**src/rtl/wb_store_buffer.sv**
```systemverilog
// wb_store_buffer
//
// Posted-store buffer between write-back and the data cache. Write-back
// pushes (address, data) pairs in one cycle; entries drain in FIFO order
// to the cache with at most one write in flight, using the
// reqcyc/reqack/writeack handshake. Pending addresses, including the one
// in flight, are compared against a load address so the load can stall.
//
// Handshakes:
//   Push side: a store is taken on a rising clk edge when st_valid and
//   st_ready are both 1. st_ready looks only at registered occupancy, so a
//   retire in the same cycle never makes room for that cycle's push.
//   Cache side: reqcyc/req/reqdata/reqtag stay stable until reqack is
//   sampled high. The entry retires when writeack is sampled, either
//   together with reqack or in a later cycle. writeack at any other time
//   is ignored.
//
// Ports:
//   clk, reset (async, active-low)
//   st_valid/st_addr/st_data/st_ready     store push from write-back
//   ld_check_valid/ld_check_addr/ld_hit   load hazard query (combinational)
//   reqcyc/req/reqdata/reqtag             registered cache write request
//   reqack/writeack                       cache responses
//   write_done                            registered one-cycle retire pulse
//   empty                                 no entries and drain FSM idle
//   count                                 occupied entries incl. in flight
module wb_store_buffer #(
  parameter int          DEPTH  = 4,
  parameter logic [9:0]  REQTAG = 10'b1110000000
) (
  input  logic                         clk,
  input  logic                         reset,
  input  logic                         st_valid,
  input  logic [0:63]                  st_addr,
  input  logic [0:63]                  st_data,
  output logic                         st_ready,
  input  logic [0:63]                  ld_check_addr,
  input  logic                         ld_check_valid,
  output logic                         ld_hit,
  output logic                         reqcyc,
  output logic [0:63]                  req,
  output logic [0:63]                  reqdata,
  output logic [9:0]                   reqtag,
  input  logic                         reqack,
  input  logic                         writeack,
  output logic                         write_done,
  output logic                         empty,
  output logic [$clog2(DEPTH+1)-1:0]   count
);

  localparam int PW = $clog2(DEPTH);
  localparam int CW = $clog2(DEPTH + 1);

  typedef enum logic [1:0] {
    S_IDLE     = 2'd0,
    S_REQ      = 2'd1,
    S_WAIT_ACK = 2'd2
  } state_e;

  state_e         state_q, state_d;
  logic [PW-1:0]  wr_ptr_q, wr_ptr_d;
  logic [PW-1:0]  rd_ptr_q, rd_ptr_d;
  logic [CW-1:0]  count_q, count_d;
  logic           reqcyc_q, reqcyc_d;
  logic [0:63]    req_q, req_d;
  logic [0:63]    reqdata_q, reqdata_d;
  logic [9:0]     reqtag_q, reqtag_d;
  logic           write_done_q;

  logic [0:63]    mem_addr_q [DEPTH];
  logic [0:63]    mem_data_q [DEPTH];

  logic           push;
  logic           pop;

  assign st_ready = (count_q != CW'(DEPTH));
  assign push     = st_valid && st_ready;
  assign empty    = (count_q == '0) && (state_q == S_IDLE);

  // Storage carries no reset: occupancy is defined by count/rd_ptr only.
  always_ff @(posedge clk) begin
    if (push) begin
      mem_addr_q[wr_ptr_q] <= st_addr;
      mem_data_q[wr_ptr_q] <= st_data;
    end
  end

  // Drain FSM. The head entry stays occupied (counted, hit-checked) until
  // writeack retires it.
  always_comb begin
    state_d   = state_q;
    reqcyc_d  = reqcyc_q;
    req_d     = req_q;
    reqdata_d = reqdata_q;
    reqtag_d  = reqtag_q;
    pop       = 1'b0;
    unique case (state_q)
      S_IDLE: begin
        if (count_q != '0) begin
          req_d     = mem_addr_q[rd_ptr_q];
          reqdata_d = mem_data_q[rd_ptr_q];
          reqtag_d  = REQTAG;
          reqcyc_d  = 1'b1;
          state_d   = S_REQ;
        end
      end
      S_REQ: begin
        if (reqack) begin
          reqcyc_d = 1'b0;
          reqtag_d = '0;
          if (writeack) begin
            pop     = 1'b1;
            state_d = S_IDLE;
          end else begin
            state_d = S_WAIT_ACK;
          end
        end
      end
      S_WAIT_ACK: begin
        if (writeack) begin
          pop     = 1'b1;
          state_d = S_IDLE;
        end
      end
      default: state_d = S_IDLE;
    endcase
  end

  always_comb begin
    wr_ptr_d = push ? wr_ptr_q + PW'(1) : wr_ptr_q;
    rd_ptr_d = pop  ? rd_ptr_q + PW'(1) : rd_ptr_q;
    unique case ({push, pop})
      2'b10:   count_d = count_q + CW'(1);
      2'b01:   count_d = count_q - CW'(1);
      default: count_d = count_q;
    endcase
  end

  always_ff @(posedge clk or negedge reset) begin
    if (!reset) begin
      state_q      <= S_IDLE;
      wr_ptr_q     <= '0;
      rd_ptr_q     <= '0;
      count_q      <= '0;
      reqcyc_q     <= 1'b0;
      req_q        <= '0;
      reqdata_q    <= '0;
      reqtag_q     <= '0;
      write_done_q <= 1'b0;
    end else begin
      state_q      <= state_d;
      wr_ptr_q     <= wr_ptr_d;
      rd_ptr_q     <= rd_ptr_d;
      count_q      <= count_d;
      reqcyc_q     <= reqcyc_d;
      req_q        <= req_d;
      reqdata_q    <= reqdata_d;
      reqtag_q     <= reqtag_d;
      write_done_q <= pop;
    end
  end

  // Slot i is occupied when its distance from rd_ptr (mod DEPTH) is below
  // count; this covers the in-flight head entry as well.
  always_comb begin
    logic [PW-1:0] occ_off;
    ld_hit  = 1'b0;
    occ_off = '0;
    for (int i = 0; i < DEPTH; i++) begin
      occ_off = PW'(i) - rd_ptr_q;
      if (ld_check_valid && (CW'(occ_off) < count_q) &&
          (mem_addr_q[i] == ld_check_addr)) begin
        ld_hit = 1'b1;
      end
    end
  end

  assign reqcyc     = reqcyc_q;
  assign req        = req_q;
  assign reqdata    = reqdata_q;
  assign reqtag     = reqtag_q;
  assign write_done = write_done_q;
  assign count      = count_q;

endmodule
```
**config.mk**
```make
export PLATFORM = sky130hd
export DESIGN_NAME = wb_store_buffer
export DESIGN_NICKNAME = d
export VERILOG_FILES = /design/src/rtl/wb_store_buffer.sv
export SDC_FILE = /design/constraint.sdc
export NUM_CORES = 1
export LEC_CHECK = 0
export BUFFER_PORTS_ARGS = -buffer_cell sky130_fd_sc_hd__buf_4
export CORE_MARGIN = 2
export CORE_UTILIZATION = 55
export DETAILED_ROUTE_END_ITERATION = 7
export GPL_TIMING_DRIVEN = 0
export PLACE_DENSITY = 0.8
export SKIP_CTS_REPAIR_TIMING = 1
export SLEW_MARGIN = 0
export SYNTH_ARGS = -nofsm -noshare
export SYNTH_HDL_FRONTEND = slang
export SYNTH_SLANG_ARGS = --single-unit
```
**constraint.sdc**
```tcl
create_clock -name clk -period 5.07 [get_ports clk]
set_clock_uncertainty 0.15 [all_clocks]
set_input_delay 0.2535 -clock clk [delete_from_list [all_inputs] [get_ports clk]]
set_output_delay 0.2535 -clock clk [all_outputs]
set_load 0.02 [all_outputs]
```
==> impl_metrics.tcl <==
set metrics [dict create \
    wl_met1_um 30100 \
    synth_area_per_cell_um2 18.5 \
    tightest_slew_ns 1.30 \
    drt-total-wl_um 81000 \
    nNetsFinal 2207 \
    synthFlopType "edfxtp_1" \
    cts-htree-levels 3 \
    drcViolationCount 0 \
    met3_length_um 7430 \
    maxCapViolCount 0 \
    ant_nets 0 \
    maxUsedRoutingLayer "met5" \
    required_ns 4.67 \
    grt_max_degree 79 \
    hold_class "input pin to async pin" \
    die-width_um 226 \
    clockBufferDepth 3 \
    cts_tree "built" \
    syn-cell-area_um2 27000 \
    worstSetupPathType "flip-flop to primary output" \
    placementRows 81 \
    core_um2 48700 \
    fin_tns_setup_ns 0 \
    p_leak_nw 12.4 \
    io_buffers 318 \
    die_h_um 226 \
    path_max_fanout 10 \
    grt_setup_unrepaired "no" \
    final_cell_mix "edfxtp_1, buf_4, dfrtp_1" \
    seq_area_um2 18900 \
    grt_pass1_wl_um 109000 \
    cts_root_buffer "clkbuf_16" \
    n_fill_cell 3044 \
    synth_area_leaders "edfxtp_1, dfrtp_1, mux4_2" \
    ir_drop_mv 0.427 \
    syn2layout_area_growth_pct 26.2 \
    fin_crit_sh_pct 93.8 \
    track_usage_pct 31.1 \
    setup_viol 0 \
    routedWlPerCell_um 29.8 \
    slew-limit-headroom_pct 13.3 \
    dr_wl_met2_um 40000 \
    vias 16100 \
    path_clk_slew_ns 0.06 \
    grt_pass1_vias 16000 \
    synth_edf_count 512 \
    critPathArrivalTime_ns 4.35 \
    dp_cells 2458 \
    antenna_found_initial 13 \
    synth_top_area_cell "edfxtp_1" \
    overflow 0 \
    numCtsBuffers 67 \
    drv_slew 0 \
    start_util_pct 55.4 \
    ys_ff_latch 651 \
    status "completed" \
    fin_cells 2720 \
    clock.fmax_mhz 210 \
    multi_input_comb_area_um2 7630 \
    via_per_inst 5.91 \
    gp_congestion 0.958 \
    pin_count 344 \
    final_common_cell "edfxtp_1" \
    finalHoldViolCount 0 \
    dp_hpwl_um 56500 \
    die-area_um2 50900 \
    drt_pass1_iterations 5 \
    start_kind "flip-flop" \
    clock_latency_ns 0.60 \
    cts_num_sinks 651 \
    crit_path_end_kind "primary output" \
    layout_min_cycle_time_ns 4.76 \
    drive_above_1_share_pct 34.5 \
    synthArstFlopShare_pct 21.4 \
    p_per_area_nw_per_um2 599 \
    drt_iter0_drc 1693 \
    synth.distinct_cells 49 \
    yosys_warnings 0 \
    synth-seq-area-share_pct 69.8 \
    yosysTopAreaCellShare_pct 56.9 \
    synth_cells 1461 \
]
-- per-stage QoR --
step / util [%] / setup slack (ns) / area [um^2] / hold slack [ns] / power [mW]
3_3_place_gp: 62.1 / -2.31 / 30300 / 0.301 / 15.3
2_1_floorplan: - / 0.444 / 27000 / -0.192 / 12.5
3_5_place_dp: 62.6 / 0.965 / 30500 / 0.0655 / 15.4
4_1_cts: 67.2 / 0.314 / 32700 / -0.567 / 20.4
5_1_grt: 69.9 / 0.194 / 34100 / 0.0625 / 21.2
6_report: 69.9 / 0.313 / 34100 / 0.0165 / 20.4
-- routing by layer --
layer  up-vias  track usage [%]
li1       6790                -
met1      8244             39.5
met2       868             50.2
met3       158             9.22
met4        10             13.6
met5         -                0
-- synthesized netlist by cell type (28+ instances only) --
| master | n |
|---|---|
| inv_1 | 61 |
| edfxtp_1 | 512 |
| nand4_1 | 28 |
| mux4_2 | 128 |
| xnor2_1 | 91 |
| nor4_1 | 35 |
| clkbuf_1 | 34 |
| xor2_1 | 100 |
| dfrtp_1 | 139 |
| mux2_2 | 119 |
| nand2b_1 | 29 |
-- worst max-delay path: stages, from the launching register on --
cell and delay, ns:
dfrtp_1 0.33, clkbuf_1 0.24, clkbuf_1 0.71, buf_2 0.47
xor2_1 0.23, inv_1 0.06, ha_1 0.27, a21oi_1 0.28
o2111ai_1 0.19, nor4_1 0.47, a221o_1 0.33, buf_4 0.18
-- flip-flops by register name, summed over array words and instances (netlist names) --
register    cells
mem_addr_q    256
mem_data_q    256
req            64
reqdata        64
count           3
rd_ptr_q        2
state_q         2
wr_ptr_q        2
reqtag          1
write_done      1
-- worst paths after layout --
| check | slack [ns] | end | start | cells past startpoint |
|---|---|---|---|---|
| hold / removal | 0.02 | req[12] | reset | 2 |
| setup / recovery | 0.31 | ld_hit | rd_ptr_q[0] | 11 |
| min in group clk | 0.24 | mem_data_q[0][1] | st_data[62] | 2 |
| setup reg to reg | 1.75 | req[22] | count[2] | 6 |
| max in group asynchronous | 3.88 | reqdata[4] | reset | 3 |
| hold reg to reg | 0.34 | req[44] | req[44] | 1 |
-- logic make-up after synthesis --
family	count (synthesis)	share of synthesized area [%]
and+or+nand+nor	132	2.95
buffers and inverters	136	2.14
muxes	257	16.0
AOI/OAI and AO/OA	80	2.25
xor gates and xnor gates	191	6.19
adders and majority gates	13	0.630
DFF	651	69.8
other	1	0.0139
-- final cells by class --
type                    count  area share (%)
well taps                 664            2.44
flip-flops and latches    651            55.3
plain buffers              73            1.00
inverters                  63           0.694
repair buffers            460            11.7
diodes                      8          0.0587
clock buffers              92            5.34
multi-input cells         680            22.4
clock inverters            29            1.14
-- report_power, final --
group / leakage (nW) / internal, mW / total (mW) / switching, mW
Combinational: 5.05 / 3.37 / 7.43 / 4.06
Clock: 1.07 / 2.87 / 4.97 / 2.11
Sequential: 6.32 / 7.31 / 8.01 / 0.702
Note: power is estimated with default switching activity, not from simulation.
